## src/rtl/hwpe_kernel_adapter_multi_pkg.sv

```systemverilog
// Shared types and default widths for the multi-stream HWPE kernel adapter.
package hwpe_kernel_adapter_multi_package;

  localparam int unsigned DEFAULT_N_IN   = 2;
  localparam int unsigned DEFAULT_N_OUT  = 2;
  localparam int unsigned DEFAULT_DATA_W = 32;
  localparam int unsigned DEFAULT_CNT_W  = 16;

  typedef enum logic [0:0] {
    IDLE = 1'b0,
    RUN  = 1'b1
  } state_t;

  typedef struct packed {
    logic                     start;
    logic                     clear;
    logic [DEFAULT_CNT_W-1:0] n_tiles;
  } ctrl_kernel_adapter_multi_t;

  typedef struct packed {
    logic                     ready;
    logic                     done;
    logic                     idle;
    logic [DEFAULT_CNT_W-1:0] tile_cnt;
  } flags_kernel_adapter_multi_t;

endpackage

```

## src/rtl/hwpe_kernel_adapter_multi_quota_counter.sv

```systemverilog
// Per-stream handshake counter: wraps at quota-1 and latches a met bit that
// survives until the group-wide fire consumes it.
module hwpe_quota_counter
  import hwpe_kernel_adapter_multi_package::*;
#(
  parameter int unsigned CNT_W = DEFAULT_CNT_W
) (
  input  logic             i_clk,
  input  logic             i_rst_n,
  input  logic             i_clear,
  input  logic             i_load,
  input  logic [CNT_W-1:0] i_quota,
  input  logic             i_hs,
  input  logic             i_fire,
  output logic             o_met
);

  logic [CNT_W-1:0] r_cnt;
  logic [CNT_W-1:0] r_last;
  logic             r_met;
  logic             w_wrap;

  assign w_wrap = i_hs && (r_cnt == r_last);
  assign o_met  = r_met;

  // Count handshakes, capture the quota at job start; a wrap in the fire cycle is kept.
  always_ff @(posedge i_clk) begin
    if (!i_rst_n) begin
      r_cnt  <= '0;
      r_last <= '0;
      r_met  <= 1'b0;
    end else if (i_clear) begin
      r_cnt <= '0;
      r_met <= 1'b0;
    end else if (i_load) begin
      r_cnt  <= '0;
      r_met  <= 1'b0;
      r_last <= (i_quota == '0) ? '0 : i_quota - CNT_W'(1);
    end else begin
      if (i_hs) begin
        r_cnt <= w_wrap ? '0 : r_cnt + CNT_W'(1);
      end
      r_met <= (i_fire ? 1'b0 : r_met) | w_wrap;
    end
  end

endmodule

```

## src/rtl/hwpe_kernel_adapter_multi.sv

```systemverilog
// Adapter between the HWPE streamer and an HLS kernel with N_IN/N_OUT streams.
// Inputs are only accepted while a job runs; outputs always drain to the streamer.
//
//   state | meaning
//   IDLE  | no job; inputs blocked, idle_o high, waiting for start_i
//   RUN   | job active; counting handshakes, emitting ready/done per tile
module hwpe_kernel_adapter_multi
  import hwpe_kernel_adapter_multi_package::*;
#(
  parameter int unsigned N_IN   = DEFAULT_N_IN,
  parameter int unsigned N_OUT  = DEFAULT_N_OUT,
  parameter int unsigned DATA_W = DEFAULT_DATA_W,
  parameter int unsigned CNT_W  = DEFAULT_CNT_W
) (
  input  logic                    clk_i,
  input  logic                    rst_ni,
  input  logic                    test_mode_i,
  input  logic                    start_i,
  input  logic                    clear_i,
  input  logic [N_IN*CNT_W-1:0]   in_quota_i,
  input  logic [N_OUT*CNT_W-1:0]  out_quota_i,
  input  logic [CNT_W-1:0]        n_tiles_i,
  input  logic [N_IN*DATA_W-1:0]  in_data_i,
  input  logic [N_IN-1:0]         in_valid_i,
  output logic [N_IN-1:0]         in_ready_o,
  output logic [N_OUT*DATA_W-1:0] out_data_o,
  output logic [N_OUT-1:0]        out_valid_o,
  input  logic [N_OUT-1:0]        out_ready_i,
  output logic [N_IN*DATA_W-1:0]  k_in_tdata_o,
  output logic [N_IN-1:0]         k_in_tvalid_o,
  input  logic [N_IN-1:0]         k_in_tready_i,
  input  logic [N_OUT*DATA_W-1:0] k_out_tdata_i,
  input  logic [N_OUT-1:0]        k_out_tvalid_i,
  output logic [N_OUT-1:0]        k_out_tready_o,
  output logic                    ready_o,
  output logic                    done_o,
  output logic                    idle_o,
  output logic [CNT_W-1:0]        tile_cnt_o
);

  state_t           r_state;
  logic [CNT_W-1:0] r_tile;
  logic [CNT_W-1:0] r_tile_last;

  logic             w_run;
  logic             w_start_acc;
  logic [N_IN-1:0]  w_hs_in;
  logic [N_OUT-1:0] w_hs_out;
  logic [N_IN-1:0]  w_met_in;
  logic [N_OUT-1:0] w_met_out;
  logic             w_fire_in;
  logic             w_fire_out;
  logic             w_unused;

  assign w_unused    = test_mode_i;
  assign w_run       = (r_state == RUN);
  assign w_start_acc = start_i && !clear_i && !w_run;

  assign k_in_tdata_o   = in_data_i;
  assign k_in_tvalid_o  = in_valid_i & {N_IN{w_run}};
  assign in_ready_o     = k_in_tready_i & {N_IN{w_run}};
  assign w_hs_in        = in_valid_i & in_ready_o;

  assign out_data_o     = k_out_tdata_i;
  assign out_valid_o    = k_out_tvalid_i;
  assign k_out_tready_o = out_ready_i;
  assign w_hs_out       = k_out_tvalid_i & out_ready_i & {N_OUT{w_run}};

  assign w_fire_in  = &w_met_in;
  assign w_fire_out = &w_met_out;
  assign ready_o    = w_fire_in && w_run;
  assign done_o     = w_fire_out && w_run;
  assign idle_o     = !w_run;
  assign tile_cnt_o = r_tile;

  for (genvar gi = 0; gi < N_IN; gi++) begin : g_in_cnt
    hwpe_quota_counter #(.CNT_W(CNT_W)) u_cnt (
      .i_clk   (clk_i),
      .i_rst_n (rst_ni),
      .i_clear (clear_i),
      .i_load  (w_start_acc),
      .i_quota (in_quota_i[gi*CNT_W +: CNT_W]),
      .i_hs    (w_hs_in[gi]),
      .i_fire  (w_fire_in),
      .o_met   (w_met_in[gi])
    );
  end

  for (genvar go = 0; go < N_OUT; go++) begin : g_out_cnt
    hwpe_quota_counter #(.CNT_W(CNT_W)) u_cnt (
      .i_clk   (clk_i),
      .i_rst_n (rst_ni),
      .i_clear (clear_i),
      .i_load  (w_start_acc),
      .i_quota (out_quota_i[go*CNT_W +: CNT_W]),
      .i_hs    (w_hs_out[go]),
      .i_fire  (w_fire_out),
      .o_met   (w_met_out[go])
    );
  end

  // Job FSM and tile counter; the last done of a job returns to IDLE.
  always_ff @(posedge clk_i) begin
    if (!rst_ni) begin
      r_state     <= IDLE;
      r_tile      <= '0;
      r_tile_last <= '0;
    end else if (clear_i) begin
      r_state <= IDLE;
      r_tile  <= '0;
    end else begin
      case (r_state)
        IDLE: begin
          if (start_i) begin
            r_state     <= RUN;
            r_tile      <= '0;
            r_tile_last <= (n_tiles_i == '0) ? '0 : n_tiles_i - CNT_W'(1);
          end
        end
        RUN: begin
          if (done_o) begin
            if (r_tile == r_tile_last) begin
              r_tile  <= '0;
              r_state <= IDLE;
            end else begin
              r_tile <= r_tile + CNT_W'(1);
            end
          end
        end
        default: r_state <= IDLE;
      endcase
    end
  end

endmodule

```

## config.mk

```make
export PLATFORM = sky130hd
export DESIGN_NAME = hwpe_kernel_adapter_multi
export DESIGN_NICKNAME = d
export VERILOG_FILES = /design/src/rtl/hwpe_kernel_adapter_multi_pkg.sv /design/src/rtl/hwpe_kernel_adapter_multi_quota_counter.sv /design/src/rtl/hwpe_kernel_adapter_multi.sv
export SDC_FILE = /design/constraint.sdc
export NUM_CORES = 1
export LEC_CHECK = 0
export ABC_AREA = 1
export CAP_MARGIN = 20
export CORE_MARGIN = 10
export CORE_UTILIZATION = 43
export CTS_BUF_LIST = sky130_fd_sc_hd__clkbuf_4 sky130_fd_sc_hd__clkbuf_8
export DETAILED_ROUTE_END_ITERATION = 16
export PLACE_DENSITY = 0.79
export SYNTH_ARGS = -nofsm -noshare
export SYNTH_HDL_FRONTEND = slang
export SYNTH_SLANG_ARGS = --single-unit
```

## constraint.sdc

```tcl
create_clock -name clk_i -period 1.7 [get_ports clk_i]
set_input_delay 0.255 -clock clk_i [delete_from_list [all_inputs] [get_ports clk_i]]
set_output_delay 0.255 -clock clk_i [all_outputs]
set_load 0.01 [all_outputs]
```

==> impl_results.md, run 1 <==
- Result of the run: complete, no violations
- Post-synthesis async set-or-reset flop share: 0
- Highest metal layer with signal wires: met4
- Core occupancy in the finished layout: 0.538
- First-pass GRT wire length: slightly below 50,000 um
- Critical path endpoint category: output pin
- Reg-to-reg slack, setup: 0.08 ns
- Crit share post-route: 0.967
- Crit path arrival time: 1.39 ns
- Overall power: about 8500 uW
- Power density of the placed cells: 607 nW/um2
- Total Die Area: 33,100 um2
- Worst-Margin Slew: between 0.8 and 0.9 ns
- Post-Route WL: roughly 30,000 um
- Worst hold start: g_in_cnt[0].u_cnt.o_met
- Met1 Routed Length: ~12,000 um
- Syn Inst Count: 1,791
- Max clock buf depth: 2
- Cell depth of the worst min-delay path: 2
- Fraction of layout cells with a size suffix above 1: 0.165
- Layout Area Growth over Synthesis: 23.7%
- EDFF count, synth: 0
- Starting Density: 0.435
- WS Path Type: register to output pin
- Met2 Routed Length: 14,800 um
- Synth warnings: 0
- Most used flip-flop cell after synthesis: sky130_fd_sc_hd__dfxtp_1
- Fmax achieved: 608 MHz
- CP Data Required Time: approximately 1.4 ns
- Number of antenna cells inserted: 0
- Pin count of the biggest net entering global routing: 81
- Total via count in the routed design: 11,300
- Clock tree sinks: 165
- IO Port Bufs: around 120
- Max-slew headroom: 0.459
- Worst hold path type: register to register
- IO Pins: 376
- Number of placement rows: 59
- Cell family with most CP delay: buffers and inverters
- Cell breakdown of the critical path: clkdlybuf4s50_1
- Startpoint Class: register
- Total number of nets in the final design: 2,213
- Total of hold buffers inserted after clock tree synthesis: 0
- Average cell area after synthesis: 6.29 um2
- Slowest stage cell, crit path: sky130_fd_sc_hd__clkdlybuf4s50_1
- Final hold violations: 0
- Overall overflow remaining after global route: 0
- Gpl congestion: 0.941
- Crit Reg-Reg Startpoint: r_state
- Pins over their slew limit: 0
- Clk_lat worst skew: 0.47 ns
- Total half-perimeter wirelength after legalization and detailed placement: between 20,000 and 25,000 um
- Worst Reg2Reg Path Length in Cells: 10
- CP peak stage delay: 0.55 ns
- GRT Overall Usage: 0.174
- Final setup skew: 0.0114 ns
- Via count normalized by instance count: 4.86
- Buf+Inv Stages, Crit Path: 1
- Crit-path max FO: 5
- Post-route DRC violation count: 0
- Pleak: 0.00620 uW
- Share of synthesized area occupied by flip-flops and latches: 0.293
- Flip-flop and latch count after synthesis: 165
- Final min period: 1.64 ns
- Yosys cell types: 40
- Die X: 182 um
- Detail Route met3 WL: 1750 um
- Worst supply voltage drop on vdd: 439 uV
- Number of max-cap violations: 0
- Cts bufs inserted: 17
- Endpoint, Worst Hold: g_in_cnt[0].u_cnt.o_met
- # H-tree levels: 4
- Detail Route Antenna Nets: 0
- Number of nets produced by synthesis: 2,022
- RSZ-0062 raised after global routing: yes
- TNS Setup: 0 ns
- Finish-stage setup viols: 0
- DR pass1 iterations: 6
- Iter 0 DRT Violations: 786
- Post-Route Hold Slack: roughly 0.47 ns
- Via count of the first global-routing pass: 10,900
- Die boundary height: 182 um
- Initial antenna violation count: 0
- Clock slew at the register clock pins of the worst setup and hold paths: 0.08 ns
- Clock Tree Root: sky130_fd_sc_hd__clkbuf_8
- Core area: 25,900 um2
- TritonCTS clock tree: built
- Capturing point of the worst reg2reg path: g_out_cnt[1].u_cnt.r_cnt[1]
- Syn Std Cell Area: approximately 11,000 um2
- Wire length per cell: 12.8 um
==> how the worst max path moves through the flow <==
stage	cells after the start	startpoint	end	slack, ns
global route	10	r_state	g_out_cnt[1].u_cnt.r_cnt[1]	-0.02
floorplan	9	in_quota_i[16]	g_in_cnt[1].u_cnt.r_last[0]	0.03
detailed placement	10	n_tiles_i[1]	r_tile_last[6]	-0.40
CTS	4	r_state	idle_o	-0.005
global placement	10	n_tiles_i[1]	r_tile_last[8]	-0.31
finish	1	tile_cnt_o[0]	tile_cnt_o[0]	0.06
==> synth_stat cells, types with 3 or more instances <==
cell / n / area share
sky130_fd_sc_hd__buf_4: 135 / 0.090
sky130_fd_sc_hd__nor2_1: 311 / 0.10
sky130_fd_sc_hd__nand3_2: 5 / 0.0044
sky130_fd_sc_hd__nand3_1: 109 / 0.048
sky130_fd_sc_hd__nand2_2: 6 / 0.0033
sky130_fd_sc_hd__and2_1: 5 / 0.0028
sky130_fd_sc_hd__dfxtp_1: 165 / 0.29
sky130_fd_sc_hd__xnor2_1: 24 / 0.019
sky130_fd_sc_hd__xor2_1: 91 / 0.071
sky130_fd_sc_hd__nand3b_1: 5 / 0.0033
sky130_fd_sc_hd__nand4_1: 28 / 0.016
sky130_fd_sc_hd__buf_6: 4 / 0.0040
sky130_fd_sc_hd__or2_2: 7 / 0.0039
sky130_fd_sc_hd__nor3_1: 19 / 0.0084
sky130_fd_sc_hd__inv_1: 214 / 0.071
sky130_fd_sc_hd__ha_1: 10 / 0.011
sky130_fd_sc_hd__buf_2: 11 / 0.0049
sky130_fd_sc_hd__nor2_2: 4 / 0.0022
sky130_fd_sc_hd__clkinv_1: 4 / 0.0013
sky130_fd_sc_hd__nand3_4: 3 / 0.0047
sky130_fd_sc_hd__inv_2: 5 / 0.0017
sky130_fd_sc_hd__a21oi_1: 90 / 0.040
sky130_fd_sc_hd__o21ai_2: 5 / 0.0039
sky130_fd_sc_hd__nand2_1: 478 / 0.16
sky130_fd_sc_hd__o21ai_0: 23 / 0.010
sky130_fd_sc_hd__clkbuf_1: 11 / 0.0037
==> per-layer routing <==
layer / track usage / vias up
met5: 0 / -
met4: 0.0768 / 0
met3: 0.0362 / 87
met2: 0.309 / 354
met1: 0.195 / 5098
li1: - / 5784
==> state kept, by name, indices dropped and copies added (netlist names) <==
register and count:
g_in_cnt.u_cnt.r_cnt 32, g_in_cnt.u_cnt.r_last 32, g_out_cnt.u_cnt.r_cnt 32, g_out_cnt.u_cnt.r_last 32, r_tile_last 16, tile_cnt_o 16, g_in_cnt.u_cnt.o_met 2, g_out_cnt.u_cnt.o_met 2
r_state 1
==> where the power goes <==
group          internal, uW  switching (uW)  leakage [uW]  total, uW
combinational           727             717       0.00465       1440
clock                  1430            1560      0.000208       2990
sequential             3950            70.6       0.00135       4020
total                  6110            2340       0.00620       8460
==> cells in the final DEF (no fill, tap or decap), types with 4 or more instances in the layout <==
cell,count
sky130_fd_sc_hd__inv_6,5
sky130_fd_sc_hd__o21ai_2,4
sky130_fd_sc_hd__nor3_2,4
sky130_fd_sc_hd__inv_1,212
sky130_fd_sc_hd__nand3_2,10
sky130_fd_sc_hd__clkdlybuf4s50_1,95
sky130_fd_sc_hd__nand4_1,28
sky130_fd_sc_hd__nor2_1,306
sky130_fd_sc_hd__buf_4,205
sky130_fd_sc_hd__buf_12,5
sky130_fd_sc_hd__nand2_1,478
sky130_fd_sc_hd__or2_2,7
sky130_fd_sc_hd__nand3_1,104
sky130_fd_sc_hd__nand3b_1,5
sky130_fd_sc_hd__clkbuf_8,19
sky130_fd_sc_hd__nor3_1,16
sky130_fd_sc_hd__nor2_2,5
sky130_fd_sc_hd__ha_1,9
sky130_fd_sc_hd__xor2_1,91
sky130_fd_sc_hd__a21oi_1,90
sky130_fd_sc_hd__and2_1,5
sky130_fd_sc_hd__dfxtp_2,15
sky130_fd_sc_hd__nand2_4,4
sky130_fd_sc_hd__clkinvlp_4,5
sky130_fd_sc_hd__o21ai_0,23
sky130_fd_sc_hd__xnor2_1,24
sky130_fd_sc_hd__nor2_4,6
sky130_fd_sc_hd__dlymetal6s2s_1,8
sky130_fd_sc_hd__dfxtp_1,148
sky130_fd_sc_hd__inv_2,8
sky130_fd_sc_hd__dlygate4sd2_1,10
==> cells by family after synthesis <==
| group | count (synthesis) | share of synthesized area |
|---|---|---|
| xor+xnor | 115 | 0.0894 |
| flops | 165 | 0.293 |
| compound gates | 126 | 0.0587 |
| fa+ha+maj | 10 | 0.0111 |
| buf+inv | 384 | 0.177 |
| simple gates | 991 | 0.371 |
==> stage by stage <==
step	setup slack (ns)	cell area, um2	std cells
3_5_place_dp	-0.397	13300	2289
2_1_floorplan	0.0316	11300	1791
3_3_place_gp	-0.308	13300	2289
4_1_cts	-0.00509	13800	2320
6_report	0.0565	13900	2329
5_1_grt	-0.0202	13900	2329
==> timing repair <==
| item | CTS | global route |
|---|---|---|
| setup endpoints to repair | 40 | 95 |
| resized for setup | 42 | 42 |
| pin swaps | 0 | 3 |
| setup buffers | 0 | 7 |
| cloned | 0 | 2 |
==> final cells by class <==
| cell class | instances | area [um2] |
|---|---|---|
| multi-input cells | 1243 | 6080 |
| repair buffers | 331 | 2840 |
| fillers | 2419 | 12000 |
| flip-flops and latches | 165 | 3330 |
| inverters | 223 | 848 |
| clock inverters | 11 | 139 |
| repair inverters | 1 | 7.51 |
| clock buffers | 20 | 269 |
| well taps | 335 | 419 |
No activity file was read; power rests on OpenSTA's default activity.
==> run 2, diff against run 1 <==
--- a/config.mk
+++ b/config.mk
@@ -6,8 +6,9 @@
 export NUM_CORES = 1
 export LEC_CHECK = 0
 export ABC_AREA = 1
+export ABC_CLOCK_PERIOD_IN_PS = 1300
 export CAP_MARGIN = 20
-export CORE_MARGIN = 10
+export CORE_MARGIN = 2
 export CORE_UTILIZATION = 43
 export CTS_BUF_LIST = sky130_fd_sc_hd__clkbuf_4 sky130_fd_sc_hd__clkbuf_8
 export DETAILED_ROUTE_END_ITERATION = 16
==> constraint.sdc (replaced) <==
create_clock -name clk_i -period 1.3 [get_ports clk_i]
set_input_delay 0.195 -clock clk_i [delete_from_list [all_inputs] [get_ports clk_i]]
set_output_delay 0.195 -clock clk_i [all_outputs]
set_load 0.01 [all_outputs]
==> run 2 against run 1 <==
Total power grew 42%. Cell count grew 7.4%. Routed wire length grew 38%. Critical path depth grew 7. Via count grew 17%. Register-to-register slack lost 0.48 ns. Combinational power grew 78%. Sequential power grew 31%. Hold slack lost 0.17 ns. Global-route usage grew 7.6 points. The flow now finishes with violations (negative setup slack). Worst setup slack lost 0.46 ns. Critical path type is now register to register. Clock skew grew 0.0028 ns.
==> impl_results.md, run 2 (synthesized netlist as in run 1, its figures left out) <==
- Clock slew at the register clock pins of the worst setup and hold paths: 0.10 ns (+0.02 ns)
- Result of the run: finished, violations left
- Critical path endpoint category: register
- Cell area after layout: 17,100 um2 (+23%)
- Total of hold buffers inserted after clock tree synthesis: 0 (unchanged)
- Max-slew headroom: 0.338 (-0.122)
- Fmax achieved: 588 MHz
- TNS Setup: -38.02 ns (-38.02 ns)
- Pleak: 0.00738 uW (+19%)
- Power density of the placed cells: 703 nW/um2 (+16%)
- Post-Route Hold Slack: 0.293 ns (-0.174 ns)
- Overall overflow remaining after global route: 0 (unchanged)
- Max clock buf depth: 2 (unchanged)
- Clock share of power: 0.349 (-0.004)
- Clk_lat worst skew: 0.48 ns (about the same)
- DR pass1 iterations: 7 (+1)
- Worst hold path type: primary input to register
- GRT Overall Usage: 0.250 (+0.0761)
- Clock tree sinks: 165 (unchanged)
- Cts bufs inserted: 17 (unchanged)
- Worst supply voltage drop on vdd: 565 uV (+29%)
- # H-tree levels: 4 (unchanged)
- Commonest cells after routing, fill and taps aside: 429 x sky130_fd_sc_hd__nand2_1, 311 x sky130_fd_sc_hd__buf_4, 244 x sky130_fd_sc_hd__nor2_1
- Detail Route Antenna Nets: 0 (unchanged)
- Commonest non-fill, non-tap cell in the layout: sky130_fd_sc_hd__nand2_1
- Number of max-cap violations: 0 (unchanged)
- WS Path Type: register to register
- Iter 0 DRT Violations: 1,256 (+60%)
- Met1 Routed Length: 14,600 um (+19%)
- Worst hold start: in_quota_i[17]
- Worst-Margin Slew: 0.993 ns (+0.183 ns)
- Crit share post-route: 1.31
- TritonCTS clock tree: built
- Crit-path max FO: 13 (+8)
- Starting Density: 0.435 (unchanged)
- Highest metal layer with signal wires: met4
- Clock Tree Root: sky130_fd_sc_hd__clkbuf_8
- Net switching fraction of the power: 0.296 (+0.0189)
- Number of cells in the finished layout apart from fillers: 2,502 (+7.4%)
- P_int: 8450 uW (+38%)
- Wire length per cell: 16.4 um (+28%)
- Crit path arrival time: 2.06 ns (+0.67 ns)
- Startpoint Class: register
- Gpl congestion: 0.944 (+0.38%)
- Initial antenna violation count: 0 (unchanged)
- Crit path launch: r_state
- Least setup slack across all paths after layout: -0.401 ns (-0.458 ns)
- Die boundary height: 166 um (-8.8%)
- Crit Reg-Reg Startpoint: r_state
- Met2 Routed Length: 20,500 um (+38%)
- Final hold violations: 0 (unchanged)
- Failing checks: negative setup slack
- Core area: 25,900 um2 (unchanged)
- Fill cells: 1,845 (-24%)
- Total via count in the routed design: 13,200 (+17%)
- Number of antenna cells inserted: 0 (unchanged)
- Die X: 166 um (-8.8%)
- IO Pins: 376 (unchanged)
- Via count of the first global-routing pass: 12,800 (+17%)
- Via count normalized by instance count: 5.29 (+8.7%)
- RSZ-0062 raised after global routing: yes
- Fraction of layout cells with a size suffix above 1: 0.358 (+0.193)
- Pin count of the biggest net entering global routing: 81 (unchanged)
- Final min period: about 1.7 ns
- Total Die Area: 27,500 um2 (-17%)
- IO Port Bufs: 118 (unchanged)
- Total number of nets in the final design: 2,385 (+7.8%)
- Post-placement cell count: 2,403 (+5.0%)
- Post-route DRC violation count: 0 (unchanged)
- Power share of the sequential group: 0.437 (-0.039)
- Total half-perimeter wirelength after legalization and detailed placement: 23,300 um (-1.2%)
- Number of placement rows: 59 (unchanged)
- Switching pwr: 3550 uW (+52%)
- CP Data Required Time: 1.66 ns (+0.22 ns)
- Cell area after placement: 14,500 um2 (+8.9%)
- First-pass GRT wire length: 57,500 um (+16%)
- Post-Route WL: 40,900 um (+38%)
- Detail Route met3 WL: 2850 um (+63%)
- Logic pwr share: 0.213 (+0.042)
- Pins over their slew limit: 0 (unchanged)
- Finish-stage setup viols: 172 (+172)
- Layout Area Growth over Synthesis: 51.5%
- Final setup skew: 0.0141 ns (+0.00276 ns)
run 2: cell count changes in the layout (fill, tap and decap cells not counted), sizes merged, moves of 7 or more:
cell / before / now
dlymetal6s2s: 8 / 1
clkdlybuf4s50: 95 / 88
clkinv: 1 / 11
buf: 216 / 398
run 2: worst max-delay path: stages, from the launching register on:
cell	delay, ns
sky130_fd_sc_hd__dfxtp_4	0.42
sky130_fd_sc_hd__buf_6	0.15
sky130_fd_sc_hd__nand2_4	0.05
sky130_fd_sc_hd__nor2_4	0.19
sky130_fd_sc_hd__nand2_1	0.12
sky130_fd_sc_hd__nor2_1	0.16
sky130_fd_sc_hd__nand3_2	0.16
sky130_fd_sc_hd__nand2_4	0.21
sky130_fd_sc_hd__nor2_1	0.10
run 2: final cells by class:
type	instances	area, um2	area share
Inverter	223	923	0.0541
Clock buffer	20	275	0.0161
Timing Repair inverter	5	36.3	0.00213
Clock inverter	12	166	0.00975
Sequential cell	165	3390	0.199
Multi-Input combinational cell	1247	7360	0.431
Timing Repair Buffer	495	4490	0.263
Tap cell	335	419	0.0246
run 2: repair_timing:
item	CTS	global route
gates resized for setup	339	187
pin swaps	94	67
buffers inserted	36	25
endpoints found under the setup margin	192	185
gates cloned	17	0
run 2: routing by layer:
metal / GRT usage / vias up
met5: 0 / -
met4: 0.146 / 0
met3: 0.0498 / 290
met2: 0.462 / 720
met1: 0.261 / 6073
li1: - / 6145
run 2: power by group through the flow:
| stage | logic, uW | registers, uW | clock network, uW |
|---|---|---|---|
| 2_1_floorplan | 1360 | 5340 | 0 |
| 3_3_place_gp | 1900 | 5360 | 0 |
| 3_5_place_dp | 1950 | 5360 | 0 |
| 4_1_cts | 2370 | 5250 | 4130 |
| 5_1_grt | 2720 | 5260 | 4390 |
| 6_report | 2560 | 5250 | 4190 |
run 2: through the flow:
step                       util  setup WS [ns]  power, uW
after floorplan               -        -0.0338       6700
after global placement    0.560         -0.607       7260
after detailed placement  0.560         -0.625       7310
after CTS                 0.628         -0.292      11800
after global routing      0.659         -0.491      12400
final                     0.659         -0.401      12000
run 2: path summary, 6_finish.rpt:
| check | endpoint | slack (ns) | cells past startpoint |
|---|---|---|---|
| hold reg to reg | g_in_cnt[1].u_cnt.r_last[8] | 0.48 | 2 |
| setup reg to reg | g_in_cnt[0].u_cnt.r_cnt[14] | -0.40 | 8 |
| setup / recovery | g_in_cnt[0].u_cnt.r_cnt[14] | -0.40 | 8 |
| hold / removal | g_in_cnt[1].u_cnt.r_last[1] | 0.29 | 6 |
